--- src/rtl/fifo_wr_feeder.sv ---
// rtl/fifo_wr_feeder.sv - write-side skid feeder for the dual-clock FIFO with burst/gap pacing and stats
// Two-entry queue; head register drives the FIFO directly, writes are paced by burst/gap and guarded by FIFO flags.
module fifo_wr_feeder #(
    parameter int SIZE      = 8,
    parameter int BURST_LEN = 9,
    parameter int GAP_CYC   = 2
) (
    input  logic            w_clk,
    input  logic            n_rst,
    input  logic            src_valid,
    output logic            src_ready,
    input  logic [SIZE-1:0] src_data,
    input  logic            f_flag,
    input  logic            almost_full_flag,
    output logic [SIZE-1:0] wr_data,
    output logic            valid_write,
    output logic            busy,
    output logic [15:0]     wr_count,
    output logic [15:0]     stall_count
);

    typedef enum logic {
        RUN = 1'b0,
        GAP = 1'b1
    } state_t;

    localparam logic [7:0] BURST_LAST = 8'(BURST_LEN - 1);
    localparam logic       GAP_EN     = (GAP_CYC > 0);
    localparam logic [7:0] GAP_LOAD   = GAP_EN ? 8'(GAP_CYC - 1) : 8'd0;

    state_t          state;
    state_t          state_nxt;
    logic [1:0]      count;
    logic [1:0]      count_nxt;
    logic [SIZE-1:0] head_q;
    logic [SIZE-1:0] tail_q;
    logic [7:0]      burst_cnt;
    logic [7:0]      burst_cnt_nxt;
    logic [7:0]      gap_cnt;
    logic [7:0]      gap_cnt_nxt;
    logic            wrote_last;
    logic            can_write;
    logic            accept;
    logic            write;
    logic            stall;

    // Flags lag our writes by a cycle, so after one-free-slot only a write not directly following another is safe.
    assign can_write   = !f_flag && !(almost_full_flag && wrote_last);
    assign write       = (count != 2'd0) && (state == RUN) && can_write;
    assign valid_write = write;
    assign src_ready   = (count < 2'd2);
    assign accept      = src_valid && src_ready;
    assign busy        = (count != 2'd0);
    assign wr_data     = head_q;
    assign stall       = (state == RUN) && (count != 2'd0) && !can_write;
    assign count_nxt   = count + {1'b0, accept} - {1'b0, write};

    always_ff @(posedge w_clk or negedge n_rst) begin
        if (!n_rst) begin
            count  <= 2'd0;
            head_q <= '0;
            tail_q <= '0;
        end else begin
            count <= count_nxt;
            case ({accept, write})
                2'b10: begin
                    if (count == 2'd0) head_q <= src_data;
                    else               tail_q <= src_data;
                end
                2'b01: begin
                    if (count == 2'd2) head_q <= tail_q;
                end
                // Only reachable with count==1: the incoming word replaces the departing head.
                2'b11: head_q <= src_data;
                default: ;
            endcase
        end
    end

    always_ff @(posedge w_clk or negedge n_rst) begin
        if (!n_rst) begin
            state      <= RUN;
            burst_cnt  <= 8'd0;
            gap_cnt    <= 8'd0;
            wrote_last <= 1'b0;
        end else begin
            state      <= state_nxt;
            burst_cnt  <= burst_cnt_nxt;
            gap_cnt    <= gap_cnt_nxt;
            wrote_last <= write;
        end
    end

    always_comb begin
        state_nxt     = state;
        burst_cnt_nxt = burst_cnt;
        gap_cnt_nxt   = gap_cnt;
        case (state)
            RUN: begin
                if (write) begin
                    if (burst_cnt == BURST_LAST) begin
                        burst_cnt_nxt = 8'd0;
                        if (GAP_EN) begin
                            gap_cnt_nxt = GAP_LOAD;
                            state_nxt   = GAP;
                        end
                    end else begin
                        burst_cnt_nxt = burst_cnt + 8'd1;
                    end
                end else begin
                    burst_cnt_nxt = 8'd0;
                end
            end
            GAP: begin
                if (gap_cnt == 8'd0) state_nxt   = RUN;
                else                 gap_cnt_nxt = gap_cnt - 8'd1;
            end
            default: state_nxt = RUN;
        endcase
    end

    always_ff @(posedge w_clk or negedge n_rst) begin
        if (!n_rst) begin
            wr_count    <= 16'd0;
            stall_count <= 16'd0;
        end else begin
            if (write) wr_count <= wr_count + 16'd1;
            if (stall && (stall_count != 16'hFFFF)) stall_count <= stall_count + 16'd1;
        end
    end

endmodule

--- config.mk ---
export PLATFORM = sky130hd
export DESIGN_NAME = fifo_wr_feeder
export DESIGN_NICKNAME = d
export VERILOG_FILES = /design/src/rtl/fifo_wr_feeder.sv
export SDC_FILE = /design/constraint.sdc
export NUM_CORES = 1
export LEC_CHECK = 0
export ABC_AREA = 1
export CAP_MARGIN = 5
export CORE_AREA = 5 5 98 100
export CTS_CLUSTER_DIAMETER = 50
export CTS_CLUSTER_SIZE = 30
export DETAILED_ROUTE_END_ITERATION = 10
export DIE_AREA = 0 0 103 105
export GPL_TIMING_DRIVEN = 0
export PLACE_DENSITY = 0.67
export SLEW_MARGIN = 40
export SYNTH_ARGS = -nofsm -noshare
export SYNTH_HDL_FRONTEND = slang
export SYNTH_SLANG_ARGS = --single-unit
--- constraint.sdc ---
create_clock -name w_clk -period 2.5 [get_ports w_clk]
set_input_delay 0.5 -clock w_clk [delete_from_list [all_inputs] [get_ports w_clk]]
set_output_delay 0.5 -clock w_clk [all_outputs]
set_load 0.01 [all_outputs]
==> impl_metrics.csv, run 1 <==
group,metric,value,unit
run_status,run_status,"completed",
yosys,synth_fp_nets,532,
yosys,netlist_top_cells_area,"sky130_fd_sc_hd__dfrtp_1 45%, sky130_fd_sc_hd__nand2_1 18%, sky130_fd_sc_hd__inv_1 5.6%",
clocking,cts-buffers-inserted,9,
floorplanning,floorplan.rows,34,
timing,timing_max_transition_violations_final,0,
floorplanning,die_span_x,103,µm
worst_setup_path,cp_data_arrival_time,1910,ps
placed_design,dpl.hpwl,6180,µm
routing,route.final.wire_length,8340,µm
yosys,ys_seq_area_frac,0.450,
hold_path,holdCritPathClass,"in -> async",
timing,grt_setup_unrepaired,"no",
timing,timing.fmax,415,MHz
yosys,netlist_area,3780,µm²
placed_design,placement.cell_area,4490,µm²
worst_setup_path,critical_path_buf_inv_count,3,
yosys,yosys_cell_types,28,
worst_setup_path,crit_slowest_cell,"sky130_fd_sc_hd__clkdlybuf4s50_1",
routing,drt_drc_violations_left,0,
timing,maxSlewHeadroom,0.689,
worst_setup_path,critical_path.max_fanout,12,
floorplanning,placeableCoreArea,8590,µm²
pwr,power.density,863,nW/µm²
global_routing,wire_length_of_the_first_global_routing_pass,14800,µm
timing,period_minus_slack,2410,ps
floorplanning,dieHeight,105,µm
job,max-cap-violations,0,
pwr,vdd_ir_drop_max,0.000448,V
timing,whs,25.0,ps
yosys,area_fraction_of_the_dominant_cell_type_after_synthesis,0.450,
worst_setup_path,cpPeakStageDelay,550,ps
timing,timing_hold_violations_final,0,
final_layout,final_net_count,601,
floorplanning,initial_core_util,0.440,
worst_setup_path,worst_setup_sp_type,"input pin",
timing,fin_worst_skew,9.59,ps
final_layout,drive_above_1_share,0.0755,
pwr,power_leakage,2.28,nW
clocking,cts.root.buffer_cell,"sky130_fd_sc_hd__clkbuf_8",
placed_design,place_worst_setup_slack,-400,ps
global_routing,gr_util_all_layers,0.166,
clocking,clock_sinks,68,
global_routing,first_global_vias,3288,
clocking,cts-root-to-sink-buffers,2,
worst_setup_path,path_delay_family,"buffers and inverters",
worst_setup_path,worst-endpoint-required,2000,ps
yosys,netlist_instances,509,
clocking,clock_tree.htree_level_count,3,
worst_setup_path,series_of_cell_instances_along_the_critical_path,"clkdlybuf4s50_1, nand2_1, nand2_1, nor2_4, buf_6, clkdlybuf4s50_1",
placed_design,buffer_ports.inserted,55,
timing,final.period_utilization,0.963,
global_routing,initial_antenna_violation_count,0,
yosys,postSynthAreaPerCell,7.42,µm²
final_layout,antenna-diode-count,0,
routing,count_of_tritonroute_iterations_in_the_first_routing_pass,4,
yosys,synth_seq_cells,68,
global_routing,global_route.overflow_total,0,
worst_setup_path,timing.critical_path.to_type,"primary output",
timing,tightestPinTransition,466,ps
placed_design,place.gp.congestion,0.840,
worst_setup_path,crit_type,"in -> out",
routing,route.vias.total,3366,
clocking,cts_hold_repair.buffers,0,
yosys,ys_warn_count,0,
floorplanning,fp.dieArea,10800,µm²
final_layout,area.growth.synth_to_final,26.3,%
routing,routedWlPerCell,12.1,µm
routing,detail-route-antenna-nets,0,
final_layout,stdcell_area,4770,µm²
timing,setup_viol,0,
floorplanning,ioPinCount,56,
timing,finalWorstSetupSlack,92.0,ps
clocking,insertion_delay,340,ps
yosys,yosysTopAreaCell,"sky130_fd_sc_hd__dfrtp_1",
clocking,tritoncts,"done",
clocking,clk_transition_reported_paths,80,ps
routing,vias_per_cell,4.87,
global_routing,grt_start_max_net_pins,38,
routing,drt-initial-drc-count,119,
path summary, 6_finish.rpt:
check	slack (ps)	cells past startpoint	endpoint	start
worst min-delay path	20	1	burst_cnt[5]	n_rst
worst max-delay path	90	6	valid_write	almost_full_flag
min in group w_clk	490	2	tail_q[6]	tail_q[6]
worst min register to register	490	2	tail_q[6]	tail_q[6]
max in group asynchronous	1980	2	stall_count[15]	n_rst
worst max register to register	240	11	wr_data[3]	count[1]
per-layer routing:
layer	part of all wire	global-route usage	up-vias
li1	-	-	1725
met4	0.010	0.0509	0
met2	0.48	0.269	65
met5	0	0	-
met3	0.041	0.0306	9
met1	0.47	0.223	1567
cell usage in the layout (no fill, tap or decap), types with 2 or more instances in the layout:
cell	instances
sky130_fd_sc_hd__clkdlybuf4s50_1	54
sky130_fd_sc_hd__o22ai_1	2
sky130_fd_sc_hd__nor3_1	2
sky130_fd_sc_hd__buf_4	2
sky130_fd_sc_hd__clkbuf_8	9
sky130_fd_sc_hd__bufinv_16	3
sky130_fd_sc_hd__o21bai_1	2
sky130_fd_sc_hd__buf_6	4
sky130_fd_sc_hd__nor2_4	3
sky130_fd_sc_hd__clkinv_4	2
sky130_fd_sc_hd__nor2_1	56
sky130_fd_sc_hd__xor2_1	11
sky130_fd_sc_hd__dfrtp_1	68
sky130_fd_sc_hd__nand4_1	11
sky130_fd_sc_hd__inv_2	3
sky130_fd_sc_hd__nand3_1	27
sky130_fd_sc_hd__buf_2	3
sky130_fd_sc_hd__nand2_2	5
sky130_fd_sc_hd__inv_1	55
sky130_fd_sc_hd__o21ai_0	40
sky130_fd_sc_hd__ha_1	10
sky130_fd_sc_hd__xnor2_1	12
sky130_fd_sc_hd__clkbuf_1	3
sky130_fd_sc_hd__nand2_1	184
registers in the layout, summed over array words and instances (netlist names):
signal,count
stall_count,16
tail_q,8
wrote_last,1
wr_count,16
count,2
burst_cnt,8
wr_data,8
gap_cnt,8
state,1
cells in the mapped netlist:
cell,count
sky130_fd_sc_hd__a21boi_1,1
sky130_fd_sc_hd__buf_2,4
sky130_fd_sc_hd__buf_6,2
sky130_fd_sc_hd__clkbuf_1,3
sky130_fd_sc_hd__dfrtp_1,68
sky130_fd_sc_hd__ha_1,10
sky130_fd_sc_hd__inv_1,56
sky130_fd_sc_hd__inv_2,2
sky130_fd_sc_hd__inv_4,1
sky130_fd_sc_hd__nand2_1,185
sky130_fd_sc_hd__nand2_2,4
sky130_fd_sc_hd__nand2_4,1
sky130_fd_sc_hd__nand3_1,28
sky130_fd_sc_hd__nand4_1,11
sky130_fd_sc_hd__nor2_1,56
sky130_fd_sc_hd__nor2_2,1
sky130_fd_sc_hd__nor2_4,2
sky130_fd_sc_hd__nor3_1,2
sky130_fd_sc_hd__nor3_2,1
sky130_fd_sc_hd__o21a_1,1
sky130_fd_sc_hd__o21ai_0,40
sky130_fd_sc_hd__o21ai_2,1
sky130_fd_sc_hd__o21ai_4,1
sky130_fd_sc_hd__o21bai_1,2
sky130_fd_sc_hd__o22ai_1,2
sky130_fd_sc_hd__or2_2,1
sky130_fd_sc_hd__xnor2_1,12
sky130_fd_sc_hd__xor2_1,11
what timing repair did:
action                     in CTS  in global routing
setup endpoints to repair       6                 17
pin swaps                       0                  1
resized for setup               2                  5
buffers inserted                0                  2
cloned                          0                  0
kinds of logic (layout without fill, tap and decap cells):
family	Yosys count	count (layout)	synth area share
AND/OR/NAND/NOR	292	292	0.319
flip-flops	68	68	0.450
XOR/XNOR	23	23	0.0533
AO/OA/AOI/OAI	48	48	0.0709
buffers and inverters	68	142	0.0735
adder cells (fa/ha/maj)	10	10	0.0331
cell type report:
| type | instances | area [µm²] |
|---|---|---|
| Buffer | 9 | 60.1 |
| Clock buffer | 9 | 124 |
| Clock inverter | 7 | 124 |
| Fill cell | 838 | 3820 |
| Inverter | 59 | 224 |
| Multi-Input combinational cell | 373 | 1820 |
| Sequential cell | 68 | 1700 |
| Tap cell | 108 | 135 |
| Timing Repair Buffer | 58 | 587 |
stage by stage:
step	util	cells	power, W	setup TNS (ps)
after CTS	0.552	689	0.00414	-84.9
after floorplan	-	509	0.00235	0
after detailed placement	0.522	673	0.00298	-5640
final	0.555	691	0.00412	0
after global routing	0.555	691	0.00443	0
after global placement	0.520	672	0.00293	-104070
worst reg2reg max path: stages (launching register included):
cell and delay (ps):
sky130_fd_sc_hd__dfrtp_1 410, sky130_fd_sc_hd__inv_2 100, sky130_fd_sc_hd__nand2_2 90, sky130_fd_sc_hd__nand2_1 140, sky130_fd_sc_hd__nor2_4 60, sky130_fd_sc_hd__buf_6 140, sky130_fd_sc_hd__ha_1 190, sky130_fd_sc_hd__buf_2 180
sky130_fd_sc_hd__a21boi_1 170, sky130_fd_sc_hd__nor3_4 300, sky130_fd_sc_hd__buf_2 250, sky130_fd_sc_hd__o21ai_0 110
power breakdown:
part	leakage (nW)	switching (W)	internal, W
logic	1.26	0.000745	0.000661
registers	0.898	0.000226	0.00135
clock network	0.120	0.000462	0.000670
No activity file was read; power rests on OpenSTA's default activity.
==> inputs of run 2 (changes only) <==
--- a/config.mk
+++ b/config.mk
@@ -14,7 +14,7 @@
 export DIE_AREA = 0 0 103 105
 export GPL_TIMING_DRIVEN = 0
 export PLACE_DENSITY = 0.67
-export SLEW_MARGIN = 40
+export SLEW_MARGIN = 5
 export SYNTH_ARGS = -nofsm -noshare
 export SYNTH_HDL_FRONTEND = slang
 export SYNTH_SLANG_ARGS = --single-unit
==> impl_metrics.csv, run 2 (synthesis gave the netlist of run 1 again) <==
group,metric,value,unit
worst_setup_path,timing.critical_path.to_type,"primary output",
placed_design,dpl.hpwl,6170,µm
placed_design,place_worst_setup_slack,-395,ps
run_status,run_status,"completed",
timing,finalWorstSetupSlack,95.7,ps
floorplanning,initial_core_util,0.440,
floorplanning,floorplan.rows,34,
global_routing,gr_util_all_layers,0.164,
pwr,power_leakage,2.24,nW
global_routing,first_global_vias,3261,
final_layout,largest_registers,"stall_count (16), wr_count (16)",
clocking,cts-buffers-inserted,9,
global_routing,grt_start_max_net_pins,38,
timing,maxSlewHeadroom,0.703,
routing,vias_per_cell,4.87,
clocking,clock_sinks,68,
clocking,tritoncts,"done",
timing,tightestPinTransition,445,ps
placed_design,buffer_ports.inserted,55,
routing,routedWlPerCell,12.0,µm
global_routing,global_route.overflow_total,0,
job,max-cap-violations,0,
timing,grt_setup_unrepaired,"no",
worst_setup_path,cpPeakStageDelay,550,ps
routing,drt_drc_violations_left,0,
floorplanning,ioPinCount,56,
routing,drt-initial-drc-count,101,
timing,timing.fmax,416,MHz
worst_setup_path,crit_type,"in -> out",
clocking,cts.root.buffer_cell,"sky130_fd_sc_hd__clkbuf_8",
timing,whs,92.8,ps
placed_design,placement.cell_area,4480,µm²
worst_setup_path,worst-endpoint-required,2000,ps
final_layout,drive_above_1_share,0.0755,
global_routing,wire_length_of_the_first_global_routing_pass,14700,µm
timing,timing_max_transition_violations_final,0,
routing,detail-route-antenna-nets,0,
final_layout,stdcell_area,4700,µm²
final_layout,mostFrequentLayoutCells,"184 x sky130_fd_sc_hd__nand2_1, 68 x sky130_fd_sc_hd__dfrtp_1, 56 x sky130_fd_sc_hd__nor2_1",
timing,period_minus_slack,2400,ps
clocking,cts_hold_repair.buffers,0,
timing,setup_viol,0,
clocking,clock_tree.htree_level_count,3,
global_routing,initial_antenna_violation_count,0,
routing,count_of_tritonroute_iterations_in_the_first_routing_pass,5,
worst_setup_path,critical_path.max_fanout,12,
worst_setup_path,cp_data_arrival_time,1900,ps
routing,route.vias.total,3363,
worst_setup_path,worst_setup_sp_type,"input pin",
timing,final.period_utilization,0.962,
floorplanning,placeableCoreArea,8590,µm²
hold_path,holdCritPathClass,"in -> async",
clocking,cts-root-to-sink-buffers,2,
timing,timing_hold_violations_final,0,
clocking,clk_transition_reported_paths,80,ps
final_layout,finish.utilization,0.547,
final_layout,final_common_cell,"sky130_fd_sc_hd__nand2_1",
worst_setup_path,series_of_cell_instances_along_the_critical_path,"clkdlybuf4s50_1, nand2_1, nand2_1, nor2_4, buf_6, clkdlybuf4s50_1",
pwr,power.density,817,nW/µm²
pwr,vdd_ir_drop_max,0.000447,V
timing,fin_worst_skew,10.6,ps
final_layout,area.growth.synth_to_final,24.5,%
clocking,insertion_delay,350,ps
final_layout,antenna-diode-count,0,
floorplanning,dieHeight,105,µm
floorplanning,fp.dieArea,10800,µm²
final_layout,final_net_count,601,
routing,route.final.wire_length,8320,µm
placed_design,place.gp.congestion,0.840,
worst_setup_path,crit_slowest_cell,"sky130_fd_sc_hd__clkdlybuf4s50_1",
floorplanning,die_span_x,103,µm
## run 2: what timing repair did
action,4_1_cts,5_1_grt
pin swaps,0,1
endpoints found under the setup margin,6,17
resized for setup,2,5
setup buffers,0,2
## run 2: final cells by class
type | instances | area (µm²)
plain buffers | 9 | 60.1
well taps | 108 | 135
multi-input cells | 373 | 1820
fillers | 847 | 3890
clock buffers | 9 | 124
flip-flops and latches | 68 | 1700
inverters | 59 | 224
clock inverters | 7 | 57.6
repair buffers | 58 | 583
## run 2: worst max-delay path, delay by kind of cell
family | cells | cell delay [ps]
AND/OR/NAND/NOR | 3 | 300
buffers and inverters | 3 | 1110
## run 2: worst paths after layout
path	start	endpoint	slack [ps]	depth (start not counted)
setup / recovery	almost_full_flag	valid_write	100	6
min in group w_clk	tail_q[1]	tail_q[1]	490	2
setup reg to reg	count[1]	wr_data[3]	250	11
max in group asynchronous	n_rst	stall_count[9]	1870	2
hold / removal	n_rst	wr_count[4]	90	1
hold reg to reg	tail_q[1]	tail_q[1]	490	2
## run 2: stage by stage
stage	instances	total power (W)	TNS (ps)
2_1_floorplan	509	0.00235	0
4_1_cts	689	0.00386	-63.4
6_report	691	0.00384	0
3_5_place_dp	673	0.00298	-5660
3_3_place_gp	672	0.00293	-104070
5_1_grt	691	0.00414	0
## run 2: metal layers
| layer | routed length (µm) | track usage | vias to the layer above |
|---|---|---|---|
| met5 | 0 | 0 | - |
| met4 | 112 | 0.0472 | 0 |
| met3 | 318 | 0.0293 | 12 |
| met2 | 3910 | 0.259 | 66 |
| met1 | 3980 | 0.228 | 1558 |
| li1 | - | - | 1727 |
## run 2: where the power goes
group	internal [W]	total [W]	switching [W]
sequential	0.00135	0.00158	0.000227
combinational	0.000660	0.00141	0.000746
clock	0.000374	0.000853	0.000480
total	0.00239	0.00384	0.00145
==> inputs of run 3 (changes only) <==
--- a/config.mk
+++ b/config.mk
@@ -7,14 +7,13 @@
 export LEC_CHECK = 0
 export ABC_AREA = 1
 export CAP_MARGIN = 5
-export CORE_AREA = 5 5 98 100
+export CORE_AREA = 5 5 93 95
 export CTS_CLUSTER_DIAMETER = 50
-export CTS_CLUSTER_SIZE = 30
+export CTS_CLUSTER_SIZE = 16
 export DETAILED_ROUTE_END_ITERATION = 10
-export DIE_AREA = 0 0 103 105
+export DIE_AREA = 0 0 98 100
 export GPL_TIMING_DRIVEN = 0
-export PLACE_DENSITY = 0.67
-export SLEW_MARGIN = 5
+export PLACE_DENSITY = 0.74
 export SYNTH_ARGS = -nofsm -noshare
 export SYNTH_HDL_FRONTEND = slang
 export SYNTH_SLANG_ARGS = --single-unit
==> impl_metrics.csv, run 3 (synthesis gave the netlist of run 1 again) <==
group,metric,value,unit
worst_setup_path,cp_data_arrival_time,2480,ps
routing,routedWlPerCell,12.3,µm
timing,grt_setup_unrepaired,"no",
pwr,power.density,869,nW/µm²
floorplanning,dieHeight,100,µm
routing,detail-route-antenna-nets,0,
final_layout,drive_above_1_share,0.0724,
worst_setup_path,worst-endpoint-required,2720,ps
clocking,cts_hold_repair.buffers,0,
clocking,clock_tree.htree_level_count,3,
floorplanning,die_span_x,98,µm
timing,whs,256,ps
worst_setup_path,timing.critical_path.to_type,"flip-flop",
global_routing,wire_length_of_the_first_global_routing_pass,14800,µm
global_routing,grt.met3_usage,0.0424,
timing,timing_hold_violations_final,0,
global_routing,grtUsageMet2,0.314,
final_layout,area_of_combinational_cells_with_multiple_inputs,1820,µm²
timing,tightestPinTransition,846,ps
routing,count_of_tritonroute_iterations_in_the_first_routing_pass,4,
run_status,run_status,"completed",
timing,maxSlewHeadroom,0.436,
job,max-cap-violations,0,
timing,final.period_utilization,0.905,
floorplanning,ioPinCount,56,
final_layout,mostFrequentLayoutCells,"184 x sky130_fd_sc_hd__nand2_1, 68 x sky130_fd_sc_hd__dfrtp_1, 56 x sky130_fd_sc_hd__nor2_1",
pwr,vdd_ir_drop_max,0.000553,V
global_routing,initial_antenna_violation_count,0,
routing,route.vias.total,3420,
timing,setup_viol,0,
clocking,cts-buffers-inserted,9,
placed_design,buffer_ports.inserted,55,
final_layout,area.growth.synth_to_final,25.3,%
timing,period_minus_slack,2260,ps
timing,finalWorstSetupSlack,236,ps
placed_design,placed_cells,666,
final_layout,register_area,1700,µm²
final_layout,largest_registers,"stall_count (16), wr_count (16)",
timing,fin_worst_skew,4.58,ps
floorplanning,fp.dieArea,9800,µm²
final_layout,final_net_count,598,
routing,route.final.wire_length,8380,µm
final_layout,nFillCells,676,
hold_path,holdCritPathClass,"in -> async",
worst_setup_path,critical_path.max_fanout,12,
placed_design,place.gp.congestion,0.820,
global_routing,grt_start_max_net_pins,69,
routing,drt-initial-drc-count,130,
final_layout,finish.utilization,0.619,
clocking,insertion_delay,350,ps
global_routing,gr_util_all_layers,0.182,
clocking,tritoncts,"done",
global_routing,global_route.overflow_total,0,
global_routing,grt-busiest-layer,"met2",
clocking,clk_transition_reported_paths,70,ps
floorplanning,placeableCoreArea,7650,µm²
timing,timing_max_transition_violations_final,0,
pwr,power_leakage,2.27,nW
timing,timing.fmax,442,MHz
placed_design,place_worst_setup_slack,-365,ps
clocking,clock_sinks,68,
global_routing,first_global_vias,3301,
worst_setup_path,worst_setup_sp_type,"input pin",
floorplanning,initial_core_util,0.494,
routing,vias_per_cell,5.01,
clocking,cts.root.buffer_cell,"sky130_fd_sc_hd__clkbuf_8",
final_layout,antenna-diode-count,0,
worst_setup_path,crit_type,"in -> reg",
floorplanning,floorplan.rows,32,
routing,drt_drc_violations_left,0,
global_routing,gr-usage-met1,0.227,
final_layout,final_common_cell,"sky130_fd_sc_hd__nand2_1",
placed_design,dpl.hpwl,5960,µm
timing,fin_tns_setup,0,ps
final_layout,layoutNonFillerInstCount,682,
clocking,cts-root-to-sink-buffers,2,
run 3: changes by cell type in the layout (fill, tap and decap cells not counted):
cell | before | now
sky130_fd_sc_hd__inv_6 | 4 | 0
sky130_fd_sc_hd__bufinv_16 | 0 | 3
sky130_fd_sc_hd__clkinvlp_4 | 3 | 1
sky130_fd_sc_hd__buf_12 | 1 | 0
sky130_fd_sc_hd__buf_4 | 3 | 2
sky130_fd_sc_hd__clkbuf_1 | 3 | 2
sky130_fd_sc_hd__clkbuf_8 | 9 | 10
sky130_fd_sc_hd__clkdlybuf4s50_1 | 54 | 53
sky130_fd_sc_hd__clkinv_2 | 0 | 1
sky130_fd_sc_hd__clkinv_4 | 0 | 1
sky130_fd_sc_hd__dlymetal6s2s_1 | 0 | 1
run 3: timing repair:
action,in CTS,in global routing
setup endpoints to repair,1,17
endpoints found under the hold margin,0,0
setup buffers,0,1
pin swaps,0,1
gates resized for setup,2,6
run 3: final timing paths:
check | from | to | slack, ps | depth (start not counted)
max in group asynchronous | n_rst | stall_count[2] | 1700 | 1
worst min-delay path | n_rst | burst_cnt[2] | 260 | 1
worst min register to register | tail_q[4] | tail_q[4] | 490 | 2
worst max-delay path | almost_full_flag | wr_data[7] | 240 | 11
worst max register to register | count[1] | wr_data[7] | 270 | 11
min in group w_clk | tail_q[4] | tail_q[4] | 490 | 2
run 3: per-layer routing:
layer | share of wire | vias to the layer above
met3 | 0.041 | 12
li1 | - | 1722
met1 | 0.46 | 1613
met5 | 0 | -
met4 | 0.014 | 0
met2 | 0.49 | 73
run 3: worst max-delay path: stages:
cell and delay (ps):
sky130_fd_sc_hd__clkdlybuf4s50_1 460, sky130_fd_sc_hd__nand2_1 50, sky130_fd_sc_hd__nand2_1 120, sky130_fd_sc_hd__nor2_4 60, sky130_fd_sc_hd__buf_6 140, sky130_fd_sc_hd__ha_1 190
sky130_fd_sc_hd__buf_2 170, sky130_fd_sc_hd__a21boi_1 160, sky130_fd_sc_hd__nor3_4 280, sky130_fd_sc_hd__buf_2 240, sky130_fd_sc_hd__o21ai_0 110
run 3: power by group:
part	switching (W)	internal, W	total, W
Combinational	0.000745	0.000649	0.00139
Sequential	0.000237	0.00136	0.00159
Clock	0.000440	0.000689	0.00113
Total	0.00142	0.00269	0.00412
run 3: through the flow:
step | cell area, µm² | power, W
3_3_place_gp | 4460 | 0.00293
2_1_floorplan | 3780 | 0.00235
4_1_cts | 4710 | 0.00413
6_report | 4730 | 0.00412
5_1_grt | 4730 | 0.00440
3_5_place_dp | 4450 | 0.00298
run 3: area by class of cell:
class,count,share of cell area
tap,102,0.0270
inverter,59,0.0473
clock inverter,6,0.0235
sequential,68,0.359
buffer,8,0.0119
clock buffer,10,0.0291
timing repair buffer,56,0.118
multi-input combinational,373,0.384
